[src/rtl/motor_bridge_pkg.sv]
// Shared types and widths for the H-bridge motor driver.
// State encodings are visible on the driver's state output, so keep them stable.
package motor_bridge_pkg;

  localparam int STATE_W    = 3;
  localparam int DEAD_CNT_W = 8;
  localparam int GAP_CNT_W  = 10;

  typedef enum logic [STATE_W-1:0] {
    ST_IDLE  = 3'd0,
    ST_FWD   = 3'd1,
    ST_REV   = 3'd2,
    ST_GAP   = 3'd3,
    ST_BRAKE = 3'd4,
    ST_FAULT = 3'd5
  } bridge_state_e;

endpackage

[src/rtl/motor_bridge_if.sv]
// Control and gate-drive bundle between the motor-control register/PWM source and the bridge driver.
// Optional overcurrent signals exist only when BRIDGE_FAULT_EN is defined.
interface motor_bridge_if;
  import motor_bridge_pkg::*;

  logic               pwm_in;
  logic               enable;
  logic               dir;
  logic               brake;
`ifdef BRIDGE_FAULT_EN
  logic               fault;
  logic               fault_clr;
`endif
  logic               ha;
  logic               la;
  logic               hb;
  logic               lb;
  logic [STATE_W-1:0] state;
  logic               busy;

`ifdef BRIDGE_FAULT_EN
  modport master (output pwm_in, enable, dir, brake, fault, fault_clr,
                  input  ha, la, hb, lb, state, busy);
  modport slave  (input  pwm_in, enable, dir, brake, fault, fault_clr,
                  output ha, la, hb, lb, state, busy);
`else
  modport master (output pwm_in, enable, dir, brake,
                  input  ha, la, hb, lb, state, busy);
  modport slave  (input  pwm_in, enable, dir, brake,
                  output ha, la, hb, lb, state, busy);
`endif

endinterface

[src/rtl/motor_bridge_deadtime_leg.sv]
// One half-bridge leg: complementary hi/lo drive from a PWM bit with dead time.
// A gate only turns on after the PWM has been steady for DEAD_CYCLES cycles while enabled.
module deadtime_leg
  import motor_bridge_pkg::*;
#(
  parameter int DEAD_CYCLES = 8
) (
  input  logic clk,
  input  logic rst_n,
  input  logic en,
  input  logic pwm,
  output logic hi,
  output logic lo
);

  localparam logic [DEAD_CNT_W-1:0] DEAD_LIM = DEAD_CNT_W'(DEAD_CYCLES - 1);
  localparam logic [DEAD_CNT_W-1:0] CNT_MAX  = '1;

  logic [DEAD_CNT_W-1:0] cnt_q, cnt_d;
  logic                  last_q, last_d;
  logic                  en_q, en_d;
  logic                  hi_q, hi_d;
  logic                  lo_q, lo_d;

  // First enabled cycle and every PWM change restart the dead interval with both gates off.
  always_comb begin
    cnt_d  = '0;
    hi_d   = 1'b0;
    lo_d   = 1'b0;
    last_d = pwm;
    en_d   = en;
    if (en && en_q && (pwm == last_q)) begin
      cnt_d = (cnt_q == CNT_MAX) ? cnt_q : cnt_q + 1'b1;
      if (cnt_q >= DEAD_LIM) begin
        hi_d = pwm;
        lo_d = ~pwm;
      end
    end
  end

  always_ff @(posedge clk or negedge rst_n) begin
    if (!rst_n) begin
      cnt_q  <= '0;
      last_q <= 1'b0;
      en_q   <= 1'b0;
      hi_q   <= 1'b0;
      lo_q   <= 1'b0;
    end else begin
      cnt_q  <= cnt_d;
      last_q <= last_d;
      en_q   <= en_d;
      hi_q   <= hi_d;
      lo_q   <= lo_d;
    end
  end

  assign hi = hi_q;
  assign lo = lo_q;

endmodule

[src/rtl/motor_bridge_driver.sv]
// H-bridge gate driver: direction/brake FSM with coast gap plus two dead-time legs.
// Define BRIDGE_FAULT_EN to add the latched overcurrent FAULT state and its fault/fault_clr inputs.
module motor_bridge_driver
  import motor_bridge_pkg::*;
#(
  parameter int DEAD_CYCLES    = 8,
  parameter int DIR_GAP_CYCLES = 64
) (
  input logic           clk,
  input logic           rst_n,
  motor_bridge_if.slave bus
);

  localparam logic [GAP_CNT_W-1:0] GAP_LAST = GAP_CNT_W'(DIR_GAP_CYCLES - 1);

  bridge_state_e        state_q, state_d;
  logic [GAP_CNT_W-1:0] gap_cnt_q, gap_cnt_d;
  logic                 pwm_q, pwm_d;
  logic                 la_s_q, la_s_d;
  logic                 lb_s_q, lb_s_d;
  logic                 leg_a_en, leg_b_en;
  logic                 a_hi, a_lo, b_hi, b_lo;

  always_comb begin
    state_d = state_q;
    pwm_d   = bus.pwm_in;
    unique case (state_q)
      ST_IDLE: begin
        if (bus.brake)       state_d = ST_BRAKE;
        else if (bus.enable) state_d = bus.dir ? ST_REV : ST_FWD;
      end
      ST_FWD: begin
        if (bus.brake || bus.dir) state_d = ST_GAP;
        else if (!bus.enable)     state_d = ST_IDLE;
      end
      ST_REV: begin
        if (bus.brake || !bus.dir) state_d = ST_GAP;
        else if (!bus.enable)      state_d = ST_IDLE;
      end
      ST_GAP: begin
        // Destination is decided from the inputs present when the gap expires.
        if (gap_cnt_q == GAP_LAST) begin
          if (bus.brake)       state_d = ST_BRAKE;
          else if (bus.enable) state_d = bus.dir ? ST_REV : ST_FWD;
          else                 state_d = ST_IDLE;
        end
      end
      ST_BRAKE: begin
        if (!bus.brake) state_d = ST_GAP;
      end
`ifdef BRIDGE_FAULT_EN
      ST_FAULT: begin
        if (bus.fault_clr) state_d = ST_IDLE;
      end
`endif
      default: state_d = ST_IDLE;
    endcase
`ifdef BRIDGE_FAULT_EN
    if (bus.fault) state_d = ST_FAULT;
`endif

    gap_cnt_d = ((state_q == ST_GAP) && (state_d == ST_GAP)) ? gap_cnt_q + 1'b1 : '0;

    // Legs and static low sides follow the next state so gates change together with state.
    leg_a_en = (state_d == ST_FWD);
    leg_b_en = (state_d == ST_REV);
    la_s_d   = (state_d == ST_REV) || (state_d == ST_BRAKE);
    lb_s_d   = (state_d == ST_FWD) || (state_d == ST_BRAKE);
  end

  always_ff @(posedge clk or negedge rst_n) begin
    if (!rst_n) begin
      state_q   <= ST_IDLE;
      gap_cnt_q <= '0;
      pwm_q     <= 1'b0;
      la_s_q    <= 1'b0;
      lb_s_q    <= 1'b0;
    end else begin
      state_q   <= state_d;
      gap_cnt_q <= gap_cnt_d;
      pwm_q     <= pwm_d;
      la_s_q    <= la_s_d;
      lb_s_q    <= lb_s_d;
    end
  end

  deadtime_leg #(.DEAD_CYCLES(DEAD_CYCLES)) u_leg_a (
    .clk   (clk),
    .rst_n (rst_n),
    .en    (leg_a_en),
    .pwm   (pwm_q),
    .hi    (a_hi),
    .lo    (a_lo)
  );

  deadtime_leg #(.DEAD_CYCLES(DEAD_CYCLES)) u_leg_b (
    .clk   (clk),
    .rst_n (rst_n),
    .en    (leg_b_en),
    .pwm   (pwm_q),
    .hi    (b_hi),
    .lo    (b_lo)
  );

  // A leg's switching outputs and its static low side are never active in the same state.
  assign bus.ha    = a_hi;
  assign bus.la    = a_lo | la_s_q;
  assign bus.hb    = b_hi;
  assign bus.lb    = b_lo | lb_s_q;
  assign bus.state = state_q;
  assign bus.busy  = (state_q == ST_GAP)
                   | ((state_q == ST_FWD) & ~a_hi & ~a_lo)
                   | ((state_q == ST_REV) & ~b_hi & ~b_lo);

endmodule

[src/flat_wrapper.sv]
// flat-port wrapper written by rule: the top's interface ports become plain ports
module motor_bridge_driver_flat import motor_bridge_pkg::*;
#(
  parameter int DEAD_CYCLES    = 8,
  parameter int DIR_GAP_CYCLES = 64
)
  (clk, rst_n, bus_pwm_in, bus_enable, bus_dir, bus_brake, bus_ha, bus_la, bus_hb, bus_lb, bus_state, bus_busy);
  motor_bridge_if bus_i ();
  input logic clk;
  input logic rst_n;
  input wire logic [$bits(bus_i.pwm_in)-1:0] bus_pwm_in;
  input wire logic [$bits(bus_i.enable)-1:0] bus_enable;
  input wire logic [$bits(bus_i.dir)-1:0] bus_dir;
  input wire logic [$bits(bus_i.brake)-1:0] bus_brake;
  output wire logic [$bits(bus_i.ha)-1:0] bus_ha;
  output wire logic [$bits(bus_i.la)-1:0] bus_la;
  output wire logic [$bits(bus_i.hb)-1:0] bus_hb;
  output wire logic [$bits(bus_i.lb)-1:0] bus_lb;
  output wire logic [$bits(bus_i.state)-1:0] bus_state;
  output wire logic [$bits(bus_i.busy)-1:0] bus_busy;
  assign bus_i.pwm_in = bus_pwm_in;
  assign bus_i.enable = bus_enable;
  assign bus_i.dir = bus_dir;
  assign bus_i.brake = bus_brake;
  assign bus_ha = bus_i.ha;
  assign bus_la = bus_i.la;
  assign bus_hb = bus_i.hb;
  assign bus_lb = bus_i.lb;
  assign bus_state = bus_i.state;
  assign bus_busy = bus_i.busy;
  motor_bridge_driver #(.DEAD_CYCLES(DEAD_CYCLES), .DIR_GAP_CYCLES(DIR_GAP_CYCLES)) u_core (.clk(clk), .rst_n(rst_n), .bus(bus_i));
endmodule
[config.mk]
export PLATFORM = sky130hd
export DESIGN_NAME = motor_bridge_driver_flat
export DESIGN_NICKNAME = d
export VERILOG_FILES = /design/src/rtl/motor_bridge_pkg.sv /design/src/rtl/motor_bridge_if.sv /design/src/rtl/motor_bridge_deadtime_leg.sv /design/src/rtl/motor_bridge_driver.sv /design/src/flat_wrapper.sv
export SDC_FILE = /design/constraint.sdc
export NUM_CORES = 1
export LEC_CHECK = 0
export CAP_MARGIN = 20
export CELL_PAD_IN_SITES_DETAIL_PLACEMENT = 1
export CELL_PAD_IN_SITES_GLOBAL_PLACEMENT = 1
export CORE_MARGIN = 5
export CORE_UTILIZATION = 50
export DETAILED_ROUTE_END_ITERATION = 8
export GPL_TIMING_DRIVEN = 0
export PLACE_DENSITY = 0.93
export SLEW_MARGIN = 10
export SYNTH_ARGS = -nofsm -noshare
export SYNTH_HDL_FRONTEND = slang
export SYNTH_HIERARCHICAL = 1
export SYNTH_SLANG_ARGS = --single-unit
export TNS_END_PERCENT = 10
[constraint.sdc]
create_clock -name clk -period 3.5 [get_ports clk]
set_clock_uncertainty 0.05 [all_clocks]
set_input_delay 0.7 -clock clk [delete_from_list [all_inputs] [get_ports clk]]
set_output_delay 0.7 -clock clk [all_outputs]
set_load 0.01 [all_outputs]
* Word-level counts from Yosys, hierarchy flattened
Index checks and enable logic that the tools add are counted.
Storage, ports and cells: register bits after elaboration 39, word-level logic and storage cells 81, input bits 6
Operators by class: eq/ne operators 14, add/sub/neg operators 3, bitwise gates (word level) 13, reductions and logical operators 11, magnitude comparators 2, mux-type cells 24
Operators with widths (number):
- 8-bit two-way mux | 4
- 3-bit two-way mux | 9
- 8-bit by 1-bit adder with 8-bit output, second input constant | 2
- 8-bit equality test, second input constant | 2
- 8-bit by 3-bit >= comparator with 1-bit output, second input constant | 2
- 3-bit case mux with 5 select lines | 1
- 3-bit by 2-bit equality test with 1-bit output, second input constant | 4
- 10-bit by 1-bit adder with 10-bit output, second input constant | 1
- 10-bit by 6-bit equality test with 1-bit output, second input constant | 1
- 10-bit two-way mux | 1
- 1-bit two-way mux | 8
- 3-bit by 1-bit equality test with 1-bit output, second input constant | 2
- 3-bit equality test, second input constant | 2
- 1-bit logical AND | 5
- 1-bit NOT | 5
- 1-bit bitwise AND | 4
- 1-bit logical OR | 4
- 2-bit inequality test, second input constant | 2
- 1-bit bitwise OR | 4
- 3-bit zero test | 1
- 2-bit two-way mux | 1
- 1-bit equality test | 1
- 1-bit zero test | 1

* Logic depth before layout (Yosys ltp)
Gate-level depths: netlist (run 1).
depth after elaboration 9, mapped depth 6, mapped depth without buffers 5

* Cells and area by module
Netlist (run 1), hierarchy kept.
By module, submodules not included:
- deadtime_leg | area an instance 629.4 sq um, times used 2, cells an instance 57
- motor_bridge_driver | area an instance 820.8 sq um, times used 1, cells an instance 84

* Least setup slack after synthesis (run 1)
OpenSTA, ideal clock, no wires.
kind input -> register, start point in bus_brake, end point reg u_core.u_leg_a.hi_q (netlist: u_core/u_leg_a/hi), required time 3359 ps, arrival 2248 ps, slack 1111 ps, library setup time 91 ps, cell stages on the path 6, cell sequence clkbuf_1 -> nor2b_1 -> o22ai_1 -> nor4_1 -> nand3_1 -> nor3b_1
On the way: longest elaborated chain between the ends 7, elaborated cells on any way between the ends 13, classes of those cells eq/ne: 1; mux: 8; reduce/logical: 4
Ends and longest elaborated chain:
- start: declaration | line flat_wrapper.sv:14 | input wire logic [$bits(bus_i.brake)-1:0] bus_brake;
- 3-bit two-way mux (tied with other cells) | line motor_bridge_driver.sv:43 | if (bus.brake) state_d = ST_BRAKE;
- 3-bit two-way mux (on tied branches) | line motor_bridge_driver.sv:42, motor_bridge_driver.sv:33, motor_bridge_driver.sv:37
- 3-bit case mux with 5 select lines * | line motor_bridge_driver.sv:27 | unique case (state_q)
- 3-bit by 1-bit equality test with 1-bit output * | line motor_bridge_driver.sv:65 | leg_a_en = (state_d == ST_FWD);
- named net u_core.leg_a_en | line motor_bridge_driver.sv:21 | logic leg_a_en, leg_b_en;
- 1-bit logical AND * (2 in series) | line motor_bridge_deadtime_leg.sv:32 | if (en && en_q && (pwm == last_q)) begin
- 1-bit two-way mux * | line motor_bridge_deadtime_leg.sv:32
- named net u_core.u_leg_a.hi_d | line motor_bridge_deadtime_leg.sv:22 | logic hi_q, hi_d;
- end signal: assignment | line motor_bridge_deadtime_leg.sv:52 | hi_q <= hi_d;
- end: declaration | line motor_bridge_deadtime_leg.sv:22
Mark *: on every way through the listed nets, which the timed path passes. The rest lies on a longest branch. A chain may end at the register's enable or synchronous reset.

* Worst setup path in the final report (run 1)
start point in bus_dir, end point reg u_core.u_leg_a.hi_q (netlist: u_core/u_leg_a/hi)
On the way: longest elaborated chain between the ends 9, elaborated cells on any way between the ends 16, classes of those cells eq/ne: 1; mux: 10; reduce/logical: 5
Ends and longest elaborated chain:
- start: declaration | line flat_wrapper.sv:13 | input wire logic [$bits(bus_i.dir)-1:0] bus_dir;
- 2-bit two-way mux | line motor_bridge_driver.sv:30, motor_bridge_driver.sv:44
- 3-bit two-way mux | line motor_bridge_driver.sv:44 | else if (bus.enable) state_d = bus.dir ? ST_REV : ST_FWD;
- 3-bit two-way mux | line motor_bridge_driver.sv:43
- 3-bit two-way mux | line motor_bridge_driver.sv:42 | if (gap_cnt_q == GAP_LAST) begin
- 3-bit case mux with 5 select lines * | line motor_bridge_driver.sv:27
- 3-bit by 1-bit equality test with 1-bit output * | line motor_bridge_driver.sv:65
- named net u_core.leg_a_en | line motor_bridge_driver.sv:21
- 1-bit logical AND * (2 in series) | line motor_bridge_deadtime_leg.sv:32
- 1-bit two-way mux * | line motor_bridge_deadtime_leg.sv:32
- named net u_core.u_leg_a.hi_d | line motor_bridge_deadtime_leg.sv:22
Marks and branches as above.

==> results_dict.tcl, run 1 <==
set metrics [dict create \
    status "complete, no violations" \
    netSwitchingPower_mw 0.3394 \
    row_count 23 \
    ctsRootBufferMaster "sky130_fd_sc_hd__clkbuf_8" \
    actual_slew_at_the_worst_max_slew_pin_ns 1.066 \
    synth.cells.most_frequent "sky130_fd_sc_hd__dfrtp_1, sky130_fd_sc_hd__nor2_1, sky130_fd_sc_hd__nor3_1" \
    synth_sequential_area_ratio 0.4813 \
    grt_antenna_before_repair 0 \
    clk-insertion-delay-late_ns 0.29 \
    crit_path_end_kind "flop" \
    post-cts-setup-buffers 0 \
    die_y_um 74.49 \
    layout_worst_path_cycle_share 0.9078 \
    post_synthesis_instance_area_um2 2079 \
    power.share.switching 0.2746 \
    clock_power_share 0.353 \
    drc_violation_count_after_routing 0 \
    p_int_mw 0.8965 \
    synth_nets 207 \
    drive_gt1_frac 0.1422 \
    maxSlewHeadroom 0.2826 \
    via_count 1623 \
    leading_cell_type_by_number_of_instances_after_synthesis "sky130_fd_sc_hd__dfrtp_1" \
    post_synth_main_area_contributors "sky130_fd_sc_hd__dfrtp_1, sky130_fd_sc_hd__nor3_1, sky130_fd_sc_hd__nand3_1" \
    final.hold.worst_slack_ns 0.2518 \
    avgViaCountPerCell 6.056 \
    final_cell_area_um2 2406 \
    detailedRoute.firstIterationViolations 65 \
    grt_start_max_net_pins 29 \
    io_buffer_count 12 \
    post-synth-top-area-fraction 0.4813 \
    worstPathCellList "clkdlybuf4s50_1 > nor2b_1 > o22ai_1 > nor4_1 > nand3_1 > nor3b_1" \
    floorplan.initialDensity 0.5161 \
    worst_hold_path_type "input port to async pin" \
    final_max_slew_viol_count 0 \
    worst_ir_drop_vdd_v 0.0003116 \
    worst_path_max_delay_cell "sky130_fd_sc_hd__nor4_1" \
    cts_made_buffers 5 \
    fp.coreArea_um2 4029 \
    yosys.cell_types.count 42 \
    crit_required_ns 3.64 \
    totalNegativeSetupSlack_ns 0 \
    power_frac_seq 0.436 \
    power.share.combinational 0.211 \
    timing.setup.critical_path_class "input port to flop" \
    detailedPlacementHpwl_mm 3.466 \
    power.density_cell_area_nw_per_um2 513.6 \
    clock_tree.buffer_depth 2 \
    startpoint_type "input port" \
    io_pins 14 \
    netlist_instances 198 \
    drt-pass1-iter-count 4 \
    finalNetCount 227 \
    final-instance-count-excl-fill 268 \
    number_of_global_route_vias_before_repair 1734 \
    synthDominantAreaCellType "sky130_fd_sc_hd__dfrtp_1" \
    maxCapViolations 0 \
    fmax_achieved_ghz 0.3147 \
    max_stage_delay_ns 0.90 \
    yosysWarningCount 6 \
    flow.area_growth_from_synthesis_pct 15.70 \
    routed_wl_mm 4.837 \
    route.antenna.remaining_nets 0 \
    globalRoute.totalOverflow 0 \
    leakagePower_nw 0.9580 \
    final_critical_path_setup_slack_ns 0.3225 \
    yosys_most_used_dff "sky130_fd_sc_hd__dfrtp_1" \
    setup_repair_after_global_routing_missed_its_margin "no" \
    insertedDiodeCount 0 \
    post_cts.resized_instances 0 \
    placed_area_um2 2277 \
    die_area_um2 5549 \
    tot_pwr_mw 1.236 \
    crit_path_max_fanout 8 \
    globalplace.congestion 0.8165 \
    edff_count_synth 0 \
    time_the_final_worst_path_needs_with_i_o_delays_and_setup_ns 3.177 \
    cp.arrival_ns 3.32 \
    deepest_level_of_the_cts_h_tree 2 \
    cts_sink_count 40 \
    grt_pass1_wl_mm 8.445 \
    die_width_um 74.49 \
    grt.total_usage 0.1986 \
    ctsHoldBuffers 0 \
    post-route-util 0.5972 \
    async_reset_ff_frac 1.000 \
    dp.cells 261 \
    clk_pin_slew_worst_paths_ns 0.08 \
    pre_cts_ws_ns 0.1112 \
    wl_per_cell_um 18.05 \
    yosys_register_bits 40 \
    tritoncts "built" \
    postSynthAreaPerCell_um2 10.50 \
    finalSetupViolCount 0 \
    finalHoldViolCount 0 \
]
-- kinds of logic after synthesis --
| family | synth area share |
|---|---|
| AOI/OAI and AO/OA | 0.1366 |
| adders and majority gates | 0.01805 |
| buffers and inverters | 0.03549 |
| and+or+nand+nor | 0.2599 |
| xor gates and xnor gates | 0.04934 |
| muxes | 0.01925 |
| DFF | 0.4813 |
-- routing by layer --
| metal | vias to the layer above | wire, µm | track usage |
|---|---|---|---|
| met1 | 815 | 2224 | 0.2613 |
| met5 | - | 0 | 0 |
| met3 | 4 | 117 | 0.04459 |
| met2 | 24 | 2463 | 0.3366 |
| li1 | 780 | - | - |
| met4 | 0 | 31 | 0.04150 |
-- path summary, 6_finish.rpt --
| kind | startpoint | to | slack (ns) | depth (start not counted) |
|---|---|---|---|---|
| max reg2reg | u_core/gap_cnt_q[6]$_DFF_PN0_ | u_core/u_leg_a/hi$_DFF_PN0_ | 0.47 | 5 |
| max in group asynchronous | rst_n | u_core/u_leg_b/hi$_DFF_PN0_ | 2.70 | 2 |
| min reg2reg | u_core/gap_cnt_q[0]$_DFF_PN0_ | u_core/gap_cnt_q[0]$_DFF_PN0_ | 0.45 | 1 |
| max | bus_dir | u_core/u_leg_a/hi$_DFF_PN0_ | 0.32 | 6 |
| min | rst_n | u_core/u_leg_a/cnt_q[2]$_DFFE_PN0P_ | 0.25 | 1 |
| min in group clk | u_core/gap_cnt_q[0]$_DFF_PN0_ | u_core/gap_cnt_q[0]$_DFF_PN0_ | 0.45 | 1 |
-- placed cells by master, fill, tap and decap left out, types with 5 or more instances in the layout --
| cell type | count |
|---|---|
| sky130_fd_sc_hd__clkdlybuf4s50_1 | 11 |
| sky130_fd_sc_hd__nand2_1 | 9 |
| sky130_fd_sc_hd__dfrtp_1 | 40 |
| sky130_fd_sc_hd__nand4_1 | 6 |
| sky130_fd_sc_hd__nor2_1 | 19 |
| sky130_fd_sc_hd__clkbuf_8 | 5 |
| sky130_fd_sc_hd__nor3_1 | 17 |
| sky130_fd_sc_hd__nand3_1 | 15 |
| sky130_fd_sc_hd__a21oi_1 | 10 |
| sky130_fd_sc_hd__xnor2_1 | 6 |
-- critical path: cells and delay by family --
family | cells | cell delay [ns]
simple gates | 4 | 1.91
compound gates | 1 | 0.18
buf+inv | 1 | 0.52
-- power groups by stage --
| stage | clock network [mW] | logic (mW) | registers, mW |
|---|---|---|---|
| floorplan | 0 | 0.139 | 0.544 |
| global placement | 0 | 0.246 | 0.545 |
| detailed placement | 0 | 0.258 | 0.549 |
| CTS | 0.449 | 0.264 | 0.539 |
| global route | 0.462 | 0.284 | 0.547 |
| finish | 0.436 | 0.260 | 0.539 |
-- area by class of cell --
cell class	count	area, µm²
flip-flops and latches	40	1001
inverters	4	15.01
clock inverters	2	60.06
fillers	442	1623
repair buffers	13	135.1
clock buffers	5	68.82
multi-input cells	147	1005
plain buffers	7	58.81
well taps	50	62.56
-- state kept, by name, indices dropped and copies added (netlist names) --
signal                 cells
u_core/bus.state           3
u_core/gap_cnt_q          10
u_core/la_s_q              1
u_core/lb_s_q              1
u_core/pwm_q               1
u_core/u_leg_a/cnt_q       8
u_core/u_leg_a/en_q        1
u_core/u_leg_a/hi          1
u_core/u_leg_a/last_q      1
u_core/u_leg_a/lo          1
u_core/u_leg_b/cnt_q       8
u_core/u_leg_b/en_q        1
u_core/u_leg_b/hi          1
u_core/u_leg_b/last_q      1
u_core/u_leg_b/lo          1
Note: power is estimated with default switching activity, not from simulation.
==> run 2: changes to the inputs <==
Settings changed: ABC_AREA set to 1, CORE_UTILIZATION 50 to 47.
==> run 2 against run 1 <==
Effect of this change: non-clock buffer count is 6 lower; worst setup slack gained 0.61 ns; core utilization is 2.9 points lower; synthesized cell count increased by 43%; maximum frequency rose by 24%; wire length increased by 13%; register-to-register slack improved by 0.74 ns; sequential power rose by 3%; critical path depth up 11; design area grew 4.3%; area after synthesis is 4.2% higher; flip-flop and latch count is the same.
==> results_dict.tcl, run 2 <==
set metrics [dict create \
    yosysWarningCount 6 \
    time_the_final_worst_path_needs_with_i_o_delays_and_setup_ns 2.563 \
    wl_per_cell_um 15.33 \
    grt_start_max_net_pins 22 \
    p_int_mw 0.9311 \
    maxSlewHeadroom 0.6494 \
    finalNetCount 314 \
    largest_registers "u_core/gap_cnt_q x10, u_core/u_leg_a/cnt_q x8, u_core/u_leg_b/cnt_q x8" \
    avgViaCountPerCell 5.338 \
    floorplan.initialDensity 0.4906 \
    cts_sink_count 40 \
    leading_cell_type_by_number_of_instances_after_synthesis "sky130_fd_sc_hd__nand2_1" \
    fp.coreArea_um2 4414 \
    max_ffs_per_register 10 \
    max_stage_delay_ns 0.59 \
    synth.cells.most_frequent "sky130_fd_sc_hd__nand2_1, sky130_fd_sc_hd__nor2_1, sky130_fd_sc_hd__dfrtp_1" \
    maxCapViolations 0 \
    number_of_global_route_vias_before_repair 2200 \
    post_synth_main_area_contributors "sky130_fd_sc_hd__dfrtp_1, sky130_fd_sc_hd__nand2_1, sky130_fd_sc_hd__nor2_1" \
    die_y_um 77.89 \
    post-cts-setup-buffers 0 \
    edff_count_synth 0 \
    via_count 1911 \
    actual_slew_at_the_worst_max_slew_pin_ns 0.5259 \
    synthDominantAreaCellType "sky130_fd_sc_hd__dfrtp_1" \
    power.density_cell_area_nw_per_um2 562.8 \
    netSwitchingPower_mw 0.4816 \
    finalSetupViolCount 0 \
    cp.arrival_ns 2.75 \
    fmax_achieved_ghz 0.3902 \
    detailedRoute.firstIterationViolations 35 \
    synth_nets 293 \
    power_frac_seq 0.392 \
    crit_path_max_fanout 10 \
    grt.total_usage 0.2022 \
    async_reset_ff_frac 1.000 \
    yosys_register_bits 40 \
    critical_path.n_buffers_inverters 5 \
    post_synthesis_instance_area_um2 2166 \
    layout.cells.most_common "sky130_fd_sc_hd__nand2_1" \
    globalplace.congestion 0.7921 \
    layout.cells.most_common_list "sky130_fd_sc_hd__nand2_1, sky130_fd_sc_hd__nor2_1, sky130_fd_sc_hd__dfrtp_1, sky130_fd_sc_hd__inv_1, sky130_fd_sc_hd__nand3_1" \
    fillers 572 \
    worstPathCellList "clkdlybuf4s50_1 > nand2_1 > inv_1 > nor2_1 > nand2_1 > nand2_1 > nor2_1 > nand2_2 > inv_1 > nand2_1 > inv_1 > nand2_1 > inv_1 > nand2_2 > nor2_4 > nand3_1 > nand2_1" \
    tot_pwr_mw 1.413 \
    insertedDiodeCount 0 \
    clk_pin_slew_worst_paths_ns 0.08 \
    flow.area_growth_from_synthesis_pct 15.89 \
    clk-insertion-delay-late_ns 0.30 \
    leakagePower_nw 1.221 \
    final_max_slew_viol_count 0 \
    crit_path_end_kind "flop" \
    die_area_um2 6066 \
    finalHoldViolCount 0 \
    critPathMostFrequentCell "sky130_fd_sc_hd__nand2_1" \
    drc_violation_count_after_routing 0 \
    die_width_um 77.89 \
    tritoncts "built" \
    io_pins 14 \
    deepest_level_of_the_cts_h_tree 2 \
    route.antenna.remaining_nets 0 \
    drt-pass1-iter-count 4 \
    ctsRootBufferMaster "sky130_fd_sc_hd__clkbuf_8" \
    grt_pass1_wl_mm 9.901 \
    post_cts.resized_instances 0 \
    synth_sequential_area_ratio 0.4622 \
    detailedPlacementHpwl_mm 4.067 \
    netlist_instances 284 \
    power.share.switching 0.3409 \
    status "complete, no violations" \
    dp.cells 350 \
    setup_repair_after_global_routing_missed_its_margin "no" \
    post-route-util 0.5686 \
    row_count 24 \
    timing.setup.critical_path_class "input port to flop" \
    crit_required_ns 3.69 \
    drive_gt1_frac 0.1405 \
    post-synth-top-area-fraction 0.4622 \
    grt_antenna_before_repair 0 \
    clock_tree.buffer_depth 2 \
    layout_worst_path_cycle_share 0.7323 \
    worst_path_dominant_cell_family "simple AND/OR/NAND/NOR gates" \
    yosys.cell_types.count 24 \
    clock_power_share 0.295 \
    regMostFlops "u_core/gap_cnt_q" \
    routed_wl_mm 5.489 \
    final-instance-count-excl-fill 358 \
    postSynthAreaPerCell_um2 7.626 \
    startpoint_type "input port" \
    worst_hold_path_type "input port to async pin" \
    yosys_most_used_dff "sky130_fd_sc_hd__dfrtp_1" \
    ctsHoldBuffers 0 \
    worst_ir_drop_vdd_v 0.0002153 \
    globalRoute.totalOverflow 0 \
    worst_path_max_delay_cell "sky130_fd_sc_hd__clkdlybuf4s50_1" \
    io_buffer_count 13 \
    totalNegativeSetupSlack_ns 0 \
    power.share.combinational 0.313 \
    cts_made_buffers 5 \
]
-- run 2: cell types whose count changed after synthesis, moves of 5 or more --
cell,before,now
sky130_fd_sc_hd__nand2_1,9,74
sky130_fd_sc_hd__nor2_1,19,52
sky130_fd_sc_hd__inv_1,4,28
sky130_fd_sc_hd__nor3_1,17,4
sky130_fd_sc_hd__nand3_1,15,27
sky130_fd_sc_hd__nand2_2,0,9
sky130_fd_sc_hd__a21oi_1,10,2
sky130_fd_sc_hd__nor2_4,0,8
sky130_fd_sc_hd__inv_2,0,7
sky130_fd_sc_hd__xnor2_1,6,1
-- run 2: path summary, 6_finish.rpt --
check / from / to / slack (ns) / cells past startpoint
max in group asynchronous: rst_n / u_core/u_leg_a/cnt_q[4]$_DFFE_PN0P_ / 2.60 / 2
worst max register to register: u_core/gap_cnt_q[0]$_DFF_PN0_ / u_core/u_leg_b/cnt_q[5]$_DFFE_PN0P_ / 1.21 / 15
worst min register to register: u_core/gap_cnt_q[0]$_DFF_PN0_ / u_core/gap_cnt_q[0]$_DFF_PN0_ / 0.49 / 1
worst min-delay path: rst_n / u_core/u_leg_a/cnt_q[3]$_DFFE_PN0P_ / 0.32 / 1
min in group clk: u_core/gap_cnt_q[0]$_DFF_PN0_ / u_core/gap_cnt_q[0]$_DFF_PN0_ / 0.49 / 1
worst max-delay path: bus_enable / u_core/u_leg_b/cnt_q[5]$_DFFE_PN0P_ / 0.94 / 17
-- run 2: layer usage --
layer	track usage	share of wire	wire length (µm)
met4	0.08763	0.024	132
met1	0.2152	0.39	2130
met3	0.04167	0.026	143
met5	0	0	0
met2	0.3790	0.56	3082
-- run 2: cell families (layout without fill, tap and decap cells) --
logic type	count (synthesis)	count (layout)	synth area share
xor gates and xnor gates	3	3	0.01213
AOI/OAI and AO/OA	17	17	0.04968
buffers and inverters	35	57	0.06066
adders and majority gates	3	3	0.01733
and+or+nand+nor	186	186	0.3980
DFF	40	40	0.4622
-- run 2: area by class of cell --
class / instances / area, µm² / share of cell area
flip-flops and latches: 40 / 1001 / 0.3988
repair buffers: 14 / 152.6 / 0.06082
multi-input cells: 209 / 1033 / 0.4118
well taps: 52 / 65.06 / 0.02592
clock inverters: 1 / 30.03 / 0.01196
inverters: 35 / 131.4 / 0.05234
clock buffers: 7 / 96.34 / 0.03838
-- run 2: stage by stage --
step	worst slack (ns)	instance area [µm²]	hold slack, ns
floorplan	1.523	2166	0.3544
global placement	0.6716	2361	0.4553
detailed placement	0.6546	2384	0.4714
CTS	0.9259	2510	0.3391
global route	0.7361	2510	0.3543
finish	0.9370	2510	0.3223
-- run 2: power by group through the flow --
stage	registers, mW	logic (mW)	clock network [mW]
after floorplan	0.559	0.278	0
final	0.554	0.441	0.417
after detailed placement	0.563	0.446	0
after global routing	0.562	0.496	0.453
after global placement	0.560	0.420	0
after CTS	0.554	0.449	0.427
